`src/rtl/f_reg_file_sb_if.sv`:
```
// Bus bundle for the FP register file: write port, two read ports, issue/scoreboard signals.
interface f_reg_file_sb_if #(
    parameter int unsigned DATA_W   = 32,
    parameter int unsigned NUM_REGS = 17,
    parameter int unsigned SEL_W    = 32
);
    localparam int unsigned ADDR_W = 5;

    logic                wr_en;
    logic [SEL_W-1:0]    wr_sel;
    logic [DATA_W-1:0]   wr_data;
    logic [ADDR_W-1:0]   rd_addr_a;
    logic [ADDR_W-1:0]   rd_addr_b;
    logic [DATA_W-1:0]   rd_data_a;
    logic [DATA_W-1:0]   rd_data_b;
    logic                issue_valid;
    logic [ADDR_W-1:0]   issue_dest;
    logic [ADDR_W-1:0]   issue_src_a;
    logic [ADDR_W-1:0]   issue_src_b;
    logic                issue_ready_c;
    logic [NUM_REGS-1:0] busy;
    logic                sel_err;

    modport master (
        output wr_en, wr_sel, wr_data, rd_addr_a, rd_addr_b,
               issue_valid, issue_dest, issue_src_a, issue_src_b,
        input  rd_data_a, rd_data_b, issue_ready_c, busy, sel_err
    );

    modport slave (
        input  wr_en, wr_sel, wr_data, rd_addr_a, rd_addr_b,
               issue_valid, issue_dest, issue_src_a, issue_src_b,
        output rd_data_a, rd_data_b, issue_ready_c, busy, sel_err
    );
endinterface

```
`src/rtl/f_reg_file_sb.sv`:
```
// FP register file with one-hot write select, bypassed registered reads and a
// busy-bit scoreboard that gates FP op issue.
module f_reg_file_sb #(
    parameter int unsigned DATA_W   = 32,
    parameter int unsigned NUM_REGS = 17,
    parameter int unsigned SEL_W    = 32
) (
    input logic            clk_i,
    input logic            rst_ni,
    f_reg_file_sb_if.slave bus
);
    localparam int unsigned ADDR_W = 5;
    localparam logic [SEL_W-1:0] SEL_LO_MASK =
        (NUM_REGS >= SEL_W) ? '1 : ((SEL_W'(1) << NUM_REGS) - SEL_W'(1));

    logic [DATA_W-1:0]   regs_q [NUM_REGS];
    logic [DATA_W-1:0]   rd_a_d, rd_a_q;
    logic [DATA_W-1:0]   rd_b_d, rd_b_q;
    logic [NUM_REGS-1:0] busy_d, busy_q;
    logic                sel_err_d, sel_err_q;
    logic                sel_legal;
    logic                wr_legal;
    logic [NUM_REGS-1:0] wr_we;
    logic                ready_c;
    logic                issue_acc;

    function automatic logic busy_at(input logic [ADDR_W-1:0] idx,
                                     input logic [NUM_REGS-1:0] b);
        logic hit;
        hit = 1'b0;
        for (int k = 0; k < NUM_REGS; k++) begin
            if (idx == ADDR_W'(k)) hit = b[k];
        end
        return hit;
    endfunction

    // Exactly one bit set, and that bit inside the implemented register range.
    assign sel_legal = (bus.wr_sel != '0)
                     && ((bus.wr_sel & (bus.wr_sel - SEL_W'(1))) == '0)
                     && ((bus.wr_sel & ~SEL_LO_MASK) == '0);
    assign wr_legal  = bus.wr_en & sel_legal;

    always_comb begin
        wr_we = '0;
        for (int k = 0; k < NUM_REGS; k++) wr_we[k] = wr_legal & bus.wr_sel[k];
    end

    // Read mux with write-through; out-of-range addresses read as zero.
    always_comb begin
        rd_a_d = '0;
        rd_b_d = '0;
        for (int k = 0; k < NUM_REGS; k++) begin
            if (bus.rd_addr_a == ADDR_W'(k)) rd_a_d = wr_we[k] ? bus.wr_data : regs_q[k];
            if (bus.rd_addr_b == ADDR_W'(k)) rd_b_d = wr_we[k] ? bus.wr_data : regs_q[k];
        end
    end

    // Readiness looks at current busy bits only; a same-cycle write does not unblock.
    assign ready_c = (32'(bus.issue_dest) < NUM_REGS)
                   & ~busy_at(bus.issue_dest, busy_q)
                   & ~busy_at(bus.issue_src_a, busy_q)
                   & ~busy_at(bus.issue_src_b, busy_q);
    assign issue_acc = bus.issue_valid & ready_c;

    // New producer wins over a completing write to the same register.
    always_comb begin
        busy_d = '0;
        for (int k = 0; k < NUM_REGS; k++) begin
            busy_d[k] = (busy_q[k] & ~wr_we[k])
                      | (issue_acc & (bus.issue_dest == ADDR_W'(k)));
        end
    end

    assign sel_err_d = sel_err_q | (bus.wr_en & ~sel_legal);

    always_ff @(posedge clk_i or negedge rst_ni) begin
        if (!rst_ni) begin
            for (int k = 0; k < NUM_REGS; k++) regs_q[k] <= '0;
            rd_a_q    <= '0;
            rd_b_q    <= '0;
            busy_q    <= '0;
            sel_err_q <= 1'b0;
        end else begin
            for (int k = 0; k < NUM_REGS; k++) begin
                if (wr_we[k]) regs_q[k] <= bus.wr_data;
            end
            rd_a_q    <= rd_a_d;
            rd_b_q    <= rd_b_d;
            busy_q    <= busy_d;
            sel_err_q <= sel_err_d;
        end
    end

    assign bus.rd_data_a     = rd_a_q;
    assign bus.rd_data_b     = rd_b_q;
    assign bus.busy          = busy_q;
    assign bus.sel_err       = sel_err_q;
    assign bus.issue_ready_c = ready_c;
endmodule
```
`src/flat_wrapper.sv`:
```
// flat-port wrapper written by rule: the top's interface ports become plain ports
module f_reg_file_sb_flat 
#(
    parameter int unsigned DATA_W   = 32,
    parameter int unsigned NUM_REGS = 17,
    parameter int unsigned SEL_W    = 32
)
  (clk_i, rst_ni, bus_wr_en, bus_wr_sel, bus_wr_data, bus_rd_addr_a, bus_rd_addr_b, bus_issue_valid, bus_issue_dest, bus_issue_src_a, bus_issue_src_b, bus_rd_data_a, bus_rd_data_b, bus_issue_ready_c, bus_busy, bus_sel_err);
  f_reg_file_sb_if #(.DATA_W(DATA_W), .NUM_REGS(NUM_REGS), .SEL_W(SEL_W)) bus_i ();
  input logic clk_i;
  input logic rst_ni;
  input wire logic [$bits(bus_i.wr_en)-1:0] bus_wr_en;
  input wire logic [$bits(bus_i.wr_sel)-1:0] bus_wr_sel;
  input wire logic [$bits(bus_i.wr_data)-1:0] bus_wr_data;
  input wire logic [$bits(bus_i.rd_addr_a)-1:0] bus_rd_addr_a;
  input wire logic [$bits(bus_i.rd_addr_b)-1:0] bus_rd_addr_b;
  input wire logic [$bits(bus_i.issue_valid)-1:0] bus_issue_valid;
  input wire logic [$bits(bus_i.issue_dest)-1:0] bus_issue_dest;
  input wire logic [$bits(bus_i.issue_src_a)-1:0] bus_issue_src_a;
  input wire logic [$bits(bus_i.issue_src_b)-1:0] bus_issue_src_b;
  output wire logic [$bits(bus_i.rd_data_a)-1:0] bus_rd_data_a;
  output wire logic [$bits(bus_i.rd_data_b)-1:0] bus_rd_data_b;
  output wire logic [$bits(bus_i.issue_ready_c)-1:0] bus_issue_ready_c;
  output wire logic [$bits(bus_i.busy)-1:0] bus_busy;
  output wire logic [$bits(bus_i.sel_err)-1:0] bus_sel_err;
  assign bus_i.wr_en = bus_wr_en;
  assign bus_i.wr_sel = bus_wr_sel;
  assign bus_i.wr_data = bus_wr_data;
  assign bus_i.rd_addr_a = bus_rd_addr_a;
  assign bus_i.rd_addr_b = bus_rd_addr_b;
  assign bus_i.issue_valid = bus_issue_valid;
  assign bus_i.issue_dest = bus_issue_dest;
  assign bus_i.issue_src_a = bus_issue_src_a;
  assign bus_i.issue_src_b = bus_issue_src_b;
  assign bus_rd_data_a = bus_i.rd_data_a;
  assign bus_rd_data_b = bus_i.rd_data_b;
  assign bus_issue_ready_c = bus_i.issue_ready_c;
  assign bus_busy = bus_i.busy;
  assign bus_sel_err = bus_i.sel_err;
  f_reg_file_sb #(.DATA_W(DATA_W), .NUM_REGS(NUM_REGS), .SEL_W(SEL_W)) u_core (.clk_i(clk_i), .rst_ni(rst_ni), .bus(bus_i));
endmodule
```
`config.mk`:
```
export PLATFORM = sky130hd
export DESIGN_NAME = f_reg_file_sb_flat
export DESIGN_NICKNAME = d
export VERILOG_FILES = /design/src/rtl/f_reg_file_sb_if.sv /design/src/rtl/f_reg_file_sb.sv /design/src/flat_wrapper.sv
export SDC_FILE = /design/constraint.sdc
export NUM_CORES = 1
export LEC_CHECK = 0
export BUFFER_PORTS_ARGS = -buffer_cell sky130_fd_sc_hd__buf_2
export CAP_MARGIN = 20
export CORE_MARGIN = 4
export CORE_UTILIZATION = 35
export CTS_CLUSTER_DIAMETER = 80
export DETAILED_ROUTE_END_ITERATION = 16
export GPL_TIMING_DRIVEN = 0
export PLACE_DENSITY_LB_ADDON = 0.15
export RECOVER_POWER = 50
export SETUP_SLACK_MARGIN = 0.02
export SYNTH_ARGS = -nofsm -noshare
export SYNTH_HDL_FRONTEND = slang
export SYNTH_SLANG_ARGS = --single-unit
```
`constraint.sdc`:
```
create_clock -name clk_i -period 5.38 [get_ports clk_i]
set_clock_uncertainty 0.15 [all_clocks]
set_input_delay 0.807 -clock clk_i [delete_from_list [all_inputs] [get_ports clk_i]]
set_output_delay 0.807 -clock clk_i [all_outputs]
set_load 0.02 [all_outputs]
```
==> flow_summary.ini <==
[run_status]
result_of_the_run = complete, but fails checks
failed_checks = capacitance limit, slew limit

[route]
routedLengthMet1_mm = 66.5
first_iter_violations = 4327
postRouteWirelength_mm = 177
vias = 32000
wire_per_inst_um = 35.4
dr.pass1.iters = 8
post_drt_via_cell_ratio = 6.41
met3_wirelength_mm = 18.9
route.top_layer_used = met5
antenna_left = 0
drc_violations = 0
met2WireLength_mm = 76.2

[placed_design]
preCtsSetupSlack_ns = -1.36
postPlaceCellArea_um2 = 35900
dp.final_hpwl_mm = 132
routabilityCongestion = 1.03
port_buffers = 138

[job]
maxCapViolations = 4

[clocking]
cts.path.max_buffers = 3
cts-buffers-inserted = 78
insertion_delay_ns = 0.66
clock_tree_from_tritoncts = built
path_clk_slew_ns = 0.06
htree_num_levels = 3
cts-root-buf = sky130_fd_sc_hd__clkbuf_16
tritoncts_num_sinks = 626

[synthesis]
synth_area_um2 = 33100
ys_seq_area_share_pct = 47.4
netlist_instances = 3404
syn_nets = 3497
synth_top_flop_cell = sky130_fd_sc_hd__dfrtp_1
ys_types = 81
synth_seq_cells = 626
synth-edff-count = 0
syn_area_per_cell_um2 = 9.71
async_flop_share_pct = 100
ys_warn_count = 0

[sta]
post-route-period-util_pct = 98.6
final-max-slew-violation-count = 355
worst_hold_slack_ns = 0.294
hold_viol = 0
tightestPinTransition_ns = 2.74
setup_ws_ns = 0.0741
timing.max_slew.rel_slack_pct = -83.0
rsz0062_at_grt = no
timing.fmax_mhz = 188
final_worst_path_period_need_ns = 5.31
timing.setup.tns_ns = 0
final_setup_violating_endpoints = 0

[final_layout]
area_growth_pct = 16.4
final_cell_area_um2 = 38500
layout.filler_cells = 9538
layout.nets = 3765
register_area_um2 = 15700
multi_input_comb_area_um2 = 15300
layout-drive-gt1-share_pct = 12.0

[critical_path]
r2r_setup_slack_ns = 1.85
worstRegToRegCells = 11
largest_fanout_on_the_critical_path = 10
cp-end-kind = flop
cp_class = input pin to flop
crit_path_max_incr_delay_ns = 0.58
path_cells = buf_2, buf_2, clkinv_2, and4_1, o31a_1, and4_1, buf_2, nand4_1, buf_2, clkdlybuf4s15_2, buf_2, mux2i_1, o211ai_1, a311oi_1, nor2_1
arrival_ns = 5.65
timing.rr.end = u_core.bus.busy[0]
cp_data_required_time_ns = 5.73
setup.worst_path.start_class = input pin
slowest_stage = sky130_fd_sc_hd__clkdlybuf4s15_2
worst_r2r_startpoint = u_core.bus.busy[0]
worst_path_most_repeated_cell = sky130_fd_sc_hd__buf_2

[pwr]
vdd_drop_max_uv = 228
report.power.total_uw = 11100
power_per_cell_area_nw_per_um2 = 288
static-leakage-power_uw = 0.0210

[floorplanning]
placementRows = 112
fp.dieArea_um2 = 99400
die_h_um = 315
fp.dieW_um = 315
io-pin-count = 176
initial_core_util_pct = 35.4
floorplan.core_area_um2 = 93500

[global_route]
globalRoute.totalOverflow = 0
grt_start_max_net_pins = 107
antenna_violations_before_repair = 15
track_usage_pct = 34.6
grt_first_pass_wirelength_mm = 242
grt_pass1_vias = 31100

[worst_hold_path]
holdPathEnd = u_core.bus.busy[8]
min_from = bus_issue_valid
worst_hold_path.num_cells = 3
holdCritPathClass = input pin to flop
worst max path at each step:
stage	start	to	slack, ns	depth (start not counted)
5_1_grt	rst_ni	u_core.regs_q[473]	0.02	5
6_report	bus_wr_sel[1]	u_core.bus.rd_data_b[11]	0.07	15
4_1_cts	bus_wr_sel[17]	u_core.bus.rd_data_b[20]	0.07	13
3_5_place_dp	bus_wr_sel[20]	u_core.bus.rd_data_b[11]	-1.36	14
2_1_floorplan	bus_wr_sel[4]	u_core.bus.rd_data_b[6]	1.26	11
3_3_place_gp	rst_ni	u_core.regs_q[461]	-10.87	1
kinds of logic after synthesis:
kind of cell    count (synthesis)  share of synthesized area, %
flops                         626                          47.4
mux                           442                          14.1
buf+inv                       598                          6.91
xor+xnor                        1                        0.0265
compound gates               1019                          21.4
simple gates                  717                          10.1
fa+ha+maj                       1                        0.0303
cell type report:
class	count	share of cell area [%]
inverter	315	3.07
sequential	626	40.7
clock buffer	111	5.89
buffer	282	2.90
clock inverter	27	0.634
antenna	7	0.0455
tap	1254	4.08
timing repair buffer	189	3.03
multi-input combinational	2180	39.7
worst max-delay path, delay by kind of cell:
kind            cells  cell delay (ns)
compound gates      3             1.07
buf+inv             7             2.49
mux                 1             0.31
simple gates        4             0.92
cells in the mapped netlist (all sizes together), types with 6 or more instances:
cell type	n	area share (%)
a2111o	14	0.48
a2111oi	38	1.0
a211o	10	0.26
a211oi	44	1.0
a21o	17	0.39
a21oi	220	3.3
a221o	32	0.97
a221oi	77	2.1
a22o	10	0.26
a22oi	33	0.75
a2bb2oi	14	0.37
a311oi	6	0.16
a31oi	21	0.40
a32o	10	0.30
and2	9	0.17
and3	8	0.15
buf	56	0.75
clkbuf	227	2.6
dfrtp	626	47
inv	311	3.5
mux2	134	4.6
mux2i	303	9.2
nand2	331	3.8
nand2b	8	0.15
nand3	33	0.51
nand4	84	1.6
nor2	132	1.5
nor2b	12	0.23
nor3	41	0.65
nor4	14	0.26
o211ai	34	0.77
o21a	6	0.14
o21ai	154	2.3
o221a	8	0.27
o221ai	32	0.85
o22a	16	0.42
o22ai	103	1.9
o2bb2ai	9	0.24
o31ai	78	1.8
o32ai	6	0.16
or3	13	0.25
layer usage:
layer	track usage, %	vias up
met5	0	-
met4	23.7	6
met3	8.21	620
met2	52.4	2280
met1	43.8	16000
li1	-	13100
layout by cell type (no fill, tap or decap), types with 33 or more instances in the layout:
cell                        count
sky130_fd_sc_hd__a211oi_1      44
sky130_fd_sc_hd__a21oi_1      220
sky130_fd_sc_hd__a221oi_1      76
sky130_fd_sc_hd__a22oi_1       33
sky130_fd_sc_hd__buf_2         93
sky130_fd_sc_hd__clkbuf_1     322
sky130_fd_sc_hd__clkbuf_16     79
sky130_fd_sc_hd__dfrtp_1      626
sky130_fd_sc_hd__inv_1        311
sky130_fd_sc_hd__mux2_2       133
sky130_fd_sc_hd__mux2i_1      303
sky130_fd_sc_hd__nand2_1      331
sky130_fd_sc_hd__nand4_1       81
sky130_fd_sc_hd__nor2_1       132
sky130_fd_sc_hd__o211ai_1      34
sky130_fd_sc_hd__o21ai_0      148
sky130_fd_sc_hd__o22ai_1      103
sky130_fd_sc_hd__o31ai_1       75
flip-flops by register name (all words and copies together), names as in the netlist:
| register | flops |
|---|---|
| u_core.bus.rd_data_a | 32 |
| u_core.bus.rd_data_b | 32 |
| u_core.bus.sel_err | 1 |
| u_core.bus.busy | 17 |
| u_core.regs_q | 544 |
stage by stage:
stage / utilization, % / std cells
6_report: 41.2 / 4991
5_1_grt: 41.2 / 4984
4_1_cts: 41.2 / 4976
3_5_place_dp: 38.4 / 4833
3_3_place_gp: 37.8 / 4796
2_1_floorplan: - / 3404
where the power goes:
group | internal [µW] | leakage (µW) | total [µW] | switching, µW
Sequential | 4760 | 0.00869 | 4810 | 50.7
Clock | 3000 | 0.00124 | 5290 | 2290
Combinational | 223 | 0.0111 | 974 | 751
Total | 7980 | 0.0210 | 11100 | 3090
timing repair:
action | in CTS | in global routing
pin swaps | 4 | 2
hold buffers | 1 | 0
setup endpoints to repair | 38 | 26
setup buffers | 5 | 2
endpoints found under the hold margin | 32 | 0
resized for setup | 22 | 10
(Power assumes the default switching activity.)
